==> src/rtl/vram_write_ctrl_if.sv <==
// CPU snoop bus and VRAM writer-side signals for vram_write_ctrl.
interface vram_write_ctrl_if;
  logic [9:0]  hCount;
  logic [22:0] cpuAddr;
  logic [15:0] cpuData;
  logic        nAS;
  logic        nUDS;
  logic        nLDS;
  logic        cpuRnW;
  logic [14:0] vramWrAddr;
  logic [7:0]  vramWrData;
  logic        vramWrSel;
  logic        nvramWE;
  logic        fifoEmpty;
  logic        overflow;

  modport master (
    output hCount, cpuAddr, cpuData, nAS, nUDS, nLDS, cpuRnW,
    input  vramWrAddr, vramWrData, vramWrSel, nvramWE, fifoEmpty, overflow
  );

  modport slave (
    input  hCount, cpuAddr, cpuData, nAS, nUDS, nLDS, cpuRnW,
    output vramWrAddr, vramWrData, vramWrSel, nvramWE, fifoEmpty, overflow
  );
endinterface

==> src/rtl/vram_write_ctrl.sv <==
// Snoops 68000 writes to the screen buffer, queues bytes, and drains them
// into VRAM during pixel-clock slots the video fetch never uses.
module vram_write_ctrl #(
  parameter logic [23:0] FB_BASE    = 24'h3FA700,
  parameter int unsigned FB_BYTES   = 21888,
  parameter int unsigned FIFO_DEPTH = 8
) (
  input  logic             pixClock,
  input  logic             reset,
  vram_write_ctrl_if.slave bus
);
  localparam int unsigned PTR_W = $clog2(FIFO_DEPTH);
  localparam int unsigned CNT_W = PTR_W + 1;
  localparam logic [23:0] FB_BYTES_W = 24'(FB_BYTES);

  typedef struct packed {
    logic [14:0] addr;
    logic [7:0]  data;
  } fifo_entry_t;

  typedef enum logic [1:0] {S_IDLE, S_CAPTURE, S_PUSH2, S_WAIT_END} state_t;

  state_t      state_q, state_d;
  logic [1:0]  nas_sync_q, nas_sync_d;
  logic [1:0]  uds_sync_q, uds_sync_d;
  logic [1:0]  lds_sync_q, lds_sync_d;
  logic [1:0]  rnw_sync_q, rnw_sync_d;
  fifo_entry_t odd_entry_q, odd_entry_d;
  logic        overflow_q, overflow_d;
  logic [PTR_W-1:0] wr_ptr_q, wr_ptr_d, rd_ptr_q, rd_ptr_d;
  logic [CNT_W-1:0] count_q, count_d;
  logic [14:0] wr_addr_q, wr_addr_d;
  logic [7:0]  wr_data_q, wr_data_d;
  logic        wr_sel_q, wr_sel_d;
  logic        nwe_q, nwe_d;
  logic        active_q, active_d;

  fifo_entry_t fifo_mem_q [FIFO_DEPTH];
  fifo_entry_t push_entry;
  logic        push, pop;

  logic        nas_s, uds_act, lds_act, rnw_s;
  logic [23:0] full_addr, byte_off, odd_off;
  logic        even_hit, odd_hit, cyc_hit, fifo_empty;
  logic [CNT_W-1:0] n_bytes, free_cnt;
  logic [2:0]  slot;
  logic        unused_hcount_hi;

  assign nas_s     = nas_sync_q[1];
  assign rnw_s     = rnw_sync_q[1];
  assign uds_act   = ~uds_sync_q[1];
  assign lds_act   = ~lds_sync_q[1];
  assign slot      = bus.hCount[2:0];
  assign unused_hcount_hi = ^bus.hCount[9:3];

  // Screen-buffer decode on the raw (strobe-qualified, stable) CPU address.
  assign full_addr = {bus.cpuAddr, 1'b0};
  assign byte_off  = full_addr - FB_BASE;
  assign odd_off   = byte_off + 24'd1;
  assign even_hit  = (full_addr >= FB_BASE) && (byte_off < FB_BYTES_W);
  assign odd_hit   = even_hit && (odd_off < FB_BYTES_W);
  assign cyc_hit   = (uds_act || lds_act) && (!uds_act || even_hit) && (!lds_act || odd_hit);
  assign n_bytes   = CNT_W'(uds_act) + CNT_W'(lds_act);
  assign free_cnt  = CNT_W'(FIFO_DEPTH) - count_q;
  assign fifo_empty = (count_q == '0);

  always_comb begin
    state_d     = state_q;
    nas_sync_d  = {nas_sync_q[0], bus.nAS};
    uds_sync_d  = {uds_sync_q[0], bus.nUDS};
    lds_sync_d  = {lds_sync_q[0], bus.nLDS};
    rnw_sync_d  = {rnw_sync_q[0], bus.cpuRnW};
    odd_entry_d = odd_entry_q;
    overflow_d  = overflow_q;
    push        = 1'b0;
    push_entry  = '0;
    pop         = 1'b0;
    wr_addr_d   = wr_addr_q;
    wr_data_d   = wr_data_q;
    wr_sel_d    = 1'b0;
    nwe_d       = 1'b1;
    active_d    = 1'b0;

    // Capture FSM: at most one CPU bus cycle enqueued per nAS assertion.
    case (state_q)
      S_IDLE: begin
        if (!nas_s && !rnw_s && (uds_act || lds_act)) state_d = S_CAPTURE;
      end
      S_CAPTURE: begin
        state_d = S_WAIT_END;
        if (cyc_hit) begin
          if (free_cnt < n_bytes) begin
            overflow_d = 1'b1;
          end else begin
            push = 1'b1;
            if (uds_act) push_entry = '{addr: byte_off[14:0], data: bus.cpuData[15:8]};
            else         push_entry = '{addr: odd_off[14:0],  data: bus.cpuData[7:0]};
            if (uds_act && lds_act) begin
              odd_entry_d = '{addr: odd_off[14:0], data: bus.cpuData[7:0]};
              state_d     = S_PUSH2;
            end
          end
        end
      end
      S_PUSH2: begin
        push       = 1'b1;
        push_entry = odd_entry_q;
        state_d    = S_WAIT_END;
      end
      default: begin
        if (nas_s) state_d = S_IDLE;
      end
    endcase

    // Drain slots: setup 2/5, strobe 3/6, release elsewhere.
    case (slot)
      3'd2, 3'd5: begin
        if (!fifo_empty) begin
          pop       = 1'b1;
          wr_addr_d = fifo_mem_q[rd_ptr_q].addr;
          wr_data_d = fifo_mem_q[rd_ptr_q].data;
          wr_sel_d  = 1'b1;
          active_d  = 1'b1;
        end
      end
      3'd3, 3'd6: begin
        if (active_q) begin
          wr_sel_d = 1'b1;
          nwe_d    = 1'b0;
          active_d = 1'b1;
        end
      end
      default: ;
    endcase

    wr_ptr_d = wr_ptr_q + PTR_W'(push);
    rd_ptr_d = rd_ptr_q + PTR_W'(pop);
    count_d  = count_q + CNT_W'(push) - CNT_W'(pop);
  end

  always_ff @(posedge pixClock) begin
    if (reset) begin
      state_q     <= S_IDLE;
      nas_sync_q  <= 2'b11;
      uds_sync_q  <= 2'b11;
      lds_sync_q  <= 2'b11;
      rnw_sync_q  <= 2'b11;
      odd_entry_q <= '0;
      overflow_q  <= 1'b0;
      wr_ptr_q    <= '0;
      rd_ptr_q    <= '0;
      count_q     <= '0;
      wr_addr_q   <= '0;
      wr_data_q   <= '0;
      wr_sel_q    <= 1'b0;
      nwe_q       <= 1'b1;
      active_q    <= 1'b0;
    end else begin
      state_q     <= state_d;
      nas_sync_q  <= nas_sync_d;
      uds_sync_q  <= uds_sync_d;
      lds_sync_q  <= lds_sync_d;
      rnw_sync_q  <= rnw_sync_d;
      odd_entry_q <= odd_entry_d;
      overflow_q  <= overflow_d;
      wr_ptr_q    <= wr_ptr_d;
      rd_ptr_q    <= rd_ptr_d;
      count_q     <= count_d;
      wr_addr_q   <= wr_addr_d;
      wr_data_q   <= wr_data_d;
      wr_sel_q    <= wr_sel_d;
      nwe_q       <= nwe_d;
      active_q    <= active_d;
    end
  end

  // Storage needs no reset; occupancy is tracked by the pointers.
  always_ff @(posedge pixClock) begin
    if (push && !reset) fifo_mem_q[wr_ptr_q] <= push_entry;
  end

  assign bus.vramWrAddr = wr_addr_q;
  assign bus.vramWrData = wr_data_q;
  assign bus.vramWrSel  = wr_sel_q;
  assign bus.nvramWE    = nwe_q;
  assign bus.fifoEmpty  = fifo_empty;
  assign bus.overflow   = overflow_q;
endmodule

==> src/flat_wrapper.sv <==
// flat-port wrapper written by rule: the top's interface ports become plain ports
module vram_write_ctrl_flat 
#(
  parameter logic [23:0] FB_BASE    = 24'h3FA700,
  parameter int unsigned FB_BYTES   = 21888,
  parameter int unsigned FIFO_DEPTH = 8
)
  (pixClock, reset, bus_hCount, bus_cpuAddr, bus_cpuData, bus_nAS, bus_nUDS, bus_nLDS, bus_cpuRnW, bus_vramWrAddr, bus_vramWrData, bus_vramWrSel, bus_nvramWE, bus_fifoEmpty, bus_overflow);
  vram_write_ctrl_if bus_i ();
  input  logic pixClock;
  input  logic reset;
  input wire logic [$bits(bus_i.hCount)-1:0] bus_hCount;
  input wire logic [$bits(bus_i.cpuAddr)-1:0] bus_cpuAddr;
  input wire logic [$bits(bus_i.cpuData)-1:0] bus_cpuData;
  input wire logic [$bits(bus_i.nAS)-1:0] bus_nAS;
  input wire logic [$bits(bus_i.nUDS)-1:0] bus_nUDS;
  input wire logic [$bits(bus_i.nLDS)-1:0] bus_nLDS;
  input wire logic [$bits(bus_i.cpuRnW)-1:0] bus_cpuRnW;
  output wire logic [$bits(bus_i.vramWrAddr)-1:0] bus_vramWrAddr;
  output wire logic [$bits(bus_i.vramWrData)-1:0] bus_vramWrData;
  output wire logic [$bits(bus_i.vramWrSel)-1:0] bus_vramWrSel;
  output wire logic [$bits(bus_i.nvramWE)-1:0] bus_nvramWE;
  output wire logic [$bits(bus_i.fifoEmpty)-1:0] bus_fifoEmpty;
  output wire logic [$bits(bus_i.overflow)-1:0] bus_overflow;
  assign bus_i.hCount = bus_hCount;
  assign bus_i.cpuAddr = bus_cpuAddr;
  assign bus_i.cpuData = bus_cpuData;
  assign bus_i.nAS = bus_nAS;
  assign bus_i.nUDS = bus_nUDS;
  assign bus_i.nLDS = bus_nLDS;
  assign bus_i.cpuRnW = bus_cpuRnW;
  assign bus_vramWrAddr = bus_i.vramWrAddr;
  assign bus_vramWrData = bus_i.vramWrData;
  assign bus_vramWrSel = bus_i.vramWrSel;
  assign bus_nvramWE = bus_i.nvramWE;
  assign bus_fifoEmpty = bus_i.fifoEmpty;
  assign bus_overflow = bus_i.overflow;
  vram_write_ctrl #(.FB_BASE(FB_BASE), .FB_BYTES(FB_BYTES), .FIFO_DEPTH(FIFO_DEPTH)) u_core (.pixClock(pixClock), .reset(reset), .bus(bus_i));
endmodule
==> config.mk <==
export PLATFORM = sky130hd
export DESIGN_NAME = vram_write_ctrl_flat
export DESIGN_NICKNAME = d
export VERILOG_FILES = /design/src/rtl/vram_write_ctrl_if.sv /design/src/rtl/vram_write_ctrl.sv /design/src/flat_wrapper.sv
export SDC_FILE = /design/constraint.sdc
export NUM_CORES = 1
export LEC_CHECK = 0
export CELL_PAD_IN_SITES_DETAIL_PLACEMENT = 2
export CELL_PAD_IN_SITES_GLOBAL_PLACEMENT = 2
export CORE_MARGIN = 1.5
export CORE_UTILIZATION = 42
export CTS_CLUSTER_DIAMETER = 40
export DETAILED_ROUTE_END_ITERATION = 8
export PLACE_DENSITY = 0.9
export SETUP_SLACK_MARGIN = 0.5
export SYNTH_ARGS = -nofsm -noshare
export SYNTH_HDL_FRONTEND = slang
export SYNTH_SLANG_ARGS = --single-unit
==> constraint.sdc <==
create_clock -name pixClock -period 5.2 [get_ports pixClock]
set_input_delay 1.3 -clock pixClock [delete_from_list [all_inputs] [get_ports pixClock]]
set_output_delay 1.3 -clock pixClock [all_outputs]
set_load 0.02 [all_outputs]
### Word-level counts from Yosys, hierarchy flattened

Memory sizes are Yosys's and may differ from the RTL's. A register that Yosys moved wholly into a read port is not among the register bits.
Cells that the tools add are included.

* register bits: 46
* bits in writable memories: 184
* bits of input ports: 55
* output and inout bits: 27
* logic and storage cells: 82
* memories: 1

* add/sub/neg operators: 8
* $lt $le $gt $ge: 4
* equal/unequal tests: 7
* multiplexer cells: 20
* bitwise logic cells: 5
* reduce and logical (&&, ||, !) cells: 24

Memory list
* u_core.fifo_mem_q: depth 8, width 23, rd ports 1, clocked after memory_dff 1, write ports 1, line vram_write_ctrl.sv:38 `fifo_entry_t fifo_mem_q [FIFO_DEPTH];`

Operators by type and width (count)
* 2-to-1 mux 23 bit: 3
* < comparator 24 x 15 -> 1 bit, second input constant: 2
* one-hot mux 23 bit (2 select lines): 1
* adder 24 x 1 -> 24 bit, second input constant: 1
* >= comparator 24 x 22 -> 1 bit, second input constant: 1
* subtractor 24 x 22 -> 24 bit, second input constant: 1
* 2-to-1 mux 1 bit: 9
* logical AND 1 bit: 8
* 2-to-1 mux 2 bit: 4
* adder 3 x 1 -> 3 bit: 2
* equality test 3 x 2 -> 1 bit, second input constant: 2
* equality test 3 bit, second input constant: 2
* one-hot mux 2 bit (3 select lines): 1
* OR reduction 2 bit: 3
* inverter 1 bit: 5
* adder 4 x 1 -> 4 bit: 1
* zero test 4 bit: 1
* < comparator 4 bit: 1
* one-hot mux 1 bit (2 select lines): 2
* AND reduction 2 bit: 2
* AND reduction 4 bit: 1
* nonzero test 4 bit: 1
* subtractor 4 x 1 -> 4 bit: 1
* subtractor 4 bit, first input constant: 1
* 8 further kinds: 12

### Depth between registers and ports, before layout

* depth in word-level cells: 11
* gate-level depth with buffers: 16
* depth with buffers taken out: 14

### Worst setup path before layout

Ideal clock, no wire load.

* path kind: input -> register
* start point: input port bus_cpuAddr[7]
* end point: memory u_core.fifo_mem_q[0][0] (netlist bit) (enable)
* library setup time: 0.403 ns
* arrival: 4.100 ns
* required time: 4.797 ns
* slack: 0.697 ns
* stages on the path: 7
* path buffers: 0
* cell sequence: ha_1 > a211oi_1 > o21ai_0 > a32o_1 > nor4_1 > a41oi_1 > nor2_1

* longest elaborated chain between the ends: 11
* elaborated cells between the ends (all ways): 16
* those cells by class: 2 x add/sub; 3 x order compare; 4 x mux; 7 x reduce/logical

RTL lines
* start, declared: line flat_wrapper.sv:13 `input wire logic [$bits(bus_i.cpuAddr)-1:0] bus_cpuAddr;`
* subtractor 24 x 22 -> 24 bit: line vram_write_ctrl.sv:58 `assign byte_off = full_addr - FB_BASE;`
* adder 24 x 1 -> 24 bit or < comparator 24 x 15 -> 1 bit (tied branches): line vram_write_ctrl.sv:59, vram_write_ctrl.sv:60
* < comparator 24 x 15 -> 1 bit or logical AND 1 bit (tied branches): line vram_write_ctrl.sv:61, vram_write_ctrl.sv:60
* logical AND 1 bit or logical OR 1 bit (tied branches): line vram_write_ctrl.sv:61, vram_write_ctrl.sv:62
* logical OR 1 bit or logical AND 1 bit (tied branches): line vram_write_ctrl.sv:62 `assign cyc_hit = (uds_act || lds_act) && (!uds_act || even_hit) && (!lds_act || odd_hit);`
* logical AND 1 bit *: line vram_write_ctrl.sv:62
* 2-to-1 mux 1 bit *: line vram_write_ctrl.sv:91 `if (cyc_hit) begin`
* one-hot mux 1 bit (2 select lines) *: line vram_write_ctrl.sv:85 `case (state_q)`
* logical AND 1 bit *: line vram_write_ctrl.sv:179 `if (push && !reset) fifo_mem_q[wr_ptr_q] <= push_entry;`
* 2-to-1 mux 1 bit *: line vram_write_ctrl.sv:179
* 2-to-1 mux 1 bit (not written as such) *: line vram_write_ctrl.sv:179
* end, declared: line vram_write_ctrl.sv:38

Every way passes the cells marked *; elsewhere a longest branch is shown, timed or not.

==> run_results.csv <==
group,metric,value,unit
synthesis,seq_area_frac_synth,0.6286,
die,ioPinCount,82,
clock_tree,cts_tree,"yes",
synthesis,yosys_register_bits,253,
pwr,ir_worst_vdd,0.2274,mV
pwr,fin_total_pwr,5.301,mW
die,start_util,0.4252,
die,die_area,27140,sq um
run_status,status,"complete, no violations",
synthesis,yosysMostFrequentCell,"edfxtp_1",
worst_setup_path,endpoint_kind,"register",
timing,period_needed,4.597,ns
drt,drt-pass1-iter-count,5,
worst_setup_path,worstSetupStartpointType,"input pin",
grt,grt_usage,0.2641,
synthesis,synthCells,773,
timing,grt_setup_unrepaired,"no",
worst_setup_path,cp_max_fo,10,
clock_tree,cts_max_path_buffers,3,
worst_setup_path,slowest_stage,"a21boi_1",
clock_tree,ctsHtreeMaxLevel,2,
placed_design,dp_slack,0.1956,ns
clock_tree,clock-sinks,253,
drt,vias,7335,
timing,max_freq,217.5,MHz
timing,hold_violations,0,
placed_design,place_congestion,0.7842,
grt,antenna_found_initial,3,
pwr,power_density,390.6,nW/um^2
pwr,p_leak,4.709,nW
synthesis,synth.area.top_cells,"edfxtp_1, dfxtp_1, mux4_2",
synthesis,synth_edf_count,184,
worst_setup_path,slowest_delay,0.88,ns
timing,finalSetupTns,0,ns
synthesis,synth_top_area_share,0.5029,
worst_setup_path,crit_family,"compound AO/OA/AOI/OAI gates",
synthesis,yosysTopAreaCell,"edfxtp_1",
drt,drtIter0Drc,618,
timing,setup_ws,0.6025,ns
grt,grt_max_degree,74,
timing,clock_skew,0.01671,ns
clock_tree,ctsHoldBuffers,0,
worst_setup_path,path_buf_inv,1,
synthesis,yosysUniqueCellTypes,56,
layout,drive_gt1_frac,0.2055,
layout,num-nets-final,953,
clock_tree,post_cts_buffers,0,
die,die_w,164.7,um
drt,via_per_inst,5.915,
layout,multi_input_area,3829,sq um
synthesis,synth_area,10990,sq um
worst_setup_path,worstSetupPathType,"in -> reg",
timing,timing.final.crit_share,0.8841,
timing,slew_headroom,0.2798,
grt,grt_pass1_vias,8254,
timing,slew_violations,0,
drt,drt_wl_total,34500,um
layout,final_util,0.5252,
die,die_h,164.7,um
flow_run,max_cap_violations,0,
drt,routedWlPerCell,27.82,um
synthesis,avgSynthCellArea,14.21,sq um
synthesis,syn_nets,849,
placed_design,hpwl,21380,um
synthesis,synth_commonest_cells,"edfxtp_1, dfxtp_1, nor2_1",
clock_tree,cts_buffers,36,
worst_hold_path,hp-class,"reg -> reg",
worst_setup_path,arrival,4.77,ns
drt,drc,0,
clock_tree,clockRootBuffer,"clkbuf_16",
layout,area_growth,23.52,%
die,core,25840,sq um
worst_setup_path,crit_required,5.37,ns
clock_tree,clk_latency,0.53,ns
timing,setup_viol,0,
layout,register_area,6909,sq um
drt,postRouteAntennaNets,0,
synthesis,ys_warn_count,0,
clock_tree,clk_pin_slew,0.05,ns
placed_design,place.port_buffers,74,
layout,fillers,2407,
worst_setup_path,crit_chain,"clkdlybuf4s50_1 > ha_1 > a211o_1 > a2111oi_1 > a211oi_2 > a211oi_4 > nand4_1 > a21boi_1",
grt,grt_pass1_wl,51970,um
timing,worst_slew_pin_slew,1.078,ns
synthesis,async_flop_share,0,
grt,grt_overflow_total,0,
layout,diodes,0,
die,rows,59,
synthesis,synth_ff_type,"edfxtp_1",
## final timing paths
path / startpoint / to / slack, ns / cells after the start
max: bus_cpuAddr[8] / u_core.fifo_mem_q[7][3] / 0.60 / 8
min: u_core.lds_sync_q[0] / u_core.lds_sync_q[1] / 0.42 / 1
max reg2reg: u_core.count_q[1] / u_core.count_q[3] / 1.53 / 13
min reg2reg: u_core.lds_sync_q[0] / u_core.lds_sync_q[1] / 0.42 / 1
## area by class of cell
cell class,instances,share of cell area
Clock buffer,43,0.07063
Sequential cell,253,0.5091
Timing Repair Buffer,121,0.08851
Multi-Input combinational cell,445,0.2821
Inverter,20,0.005532
Clock inverter,23,0.01318
Tap cell,335,0.03089
## power breakdown
| part | switching, mW | internal [mW] | leakage [nW] |
|---|---|---|---|
| registers | 0.0535 | 2.19 | 2.59 |
| clock network | 0.969 | 1.38 | 0.550 |
| logic | 0.399 | 0.305 | 1.57 |
## metal layers
layer / GRT usage / up-vias / share of wire
li1: - / 3223 / -
met1: 0.3340 / 3784 / 0.41
met2: 0.4605 / 250 / 0.51
met3: 0.04093 / 78 / 0.046
met4: 0.09255 / 0 / 0.030
met5: 0 / - / 0
## cell usage in the layout, fill, tap and decap left out, types with 11 or more instances in the layout
cell type	Yosys	layout
mux4_2	46	46
a211oi_1	28	26
inv_1	20	20
o31ai_1	21	21
ha_1	20	20
nand4_1	45	45
nand2_1	31	31
clkbuf_16	0	37
a21boi_0	21	21
mux2i_1	34	34
a21oi_1	29	29
clkdlybuf4s50_1	0	73
buf_4	0	38
dfxtp_1	69	67
edfxtp_1	184	184
nor2_1	64	55
and2_1	11	11
nor2b_1	12	12
## flip-flops by register name, indices dropped and copies added (netlist names), 2 cells and up
register	flops
u_core.bus.vramWrData	8
u_core.fifo_mem_q	184
u_core.state_q	2
u_core.wr_ptr_q	3
u_core.nas_sync_q	2
u_core.lds_sync_q	2
u_core.uds_sync_q	2
u_core.odd_entry_q	23
u_core.rnw_sync_q	2
u_core.count_q	4
u_core.bus.vramWrAddr	15
u_core.rd_ptr_q	3
## repair_timing
item | 4_1_cts | 5_1_grt
setup endpoints to repair | 0 | 11
resized for setup | 0 | 4
hold endpoints to repair | 0 | 0
## logic make-up (layout without fill, tap and decap cells)
group | count (synthesis) | count (layout) | synth area share
adders and majority gates | 21 | 21 | 0.02460
muxes | 84 | 84 | 0.1294
buffers and inverters | 75 | 207 | 0.02790
xor gates and xnor gates | 11 | 11 | 0.008770
DFF | 253 | 253 | 0.6286
AOI/OAI and AO/OA | 126 | 126 | 0.08507
and+or+nand+nor | 203 | 203 | 0.09566
## per-stage QoR
stage	hold slack [ns]	instances	cell area [sq um]
6_report	0.4161	1240	13570
5_1_grt	0.4305	1240	13570
4_1_cts	0.4229	1240	13560
3_5_place_dp	0.4086	1174	12420
3_3_place_gp	0.3928	1174	12420
2_1_floorplan	0.3895	773	10990
Note: power is estimated with default switching activity, not from simulation.
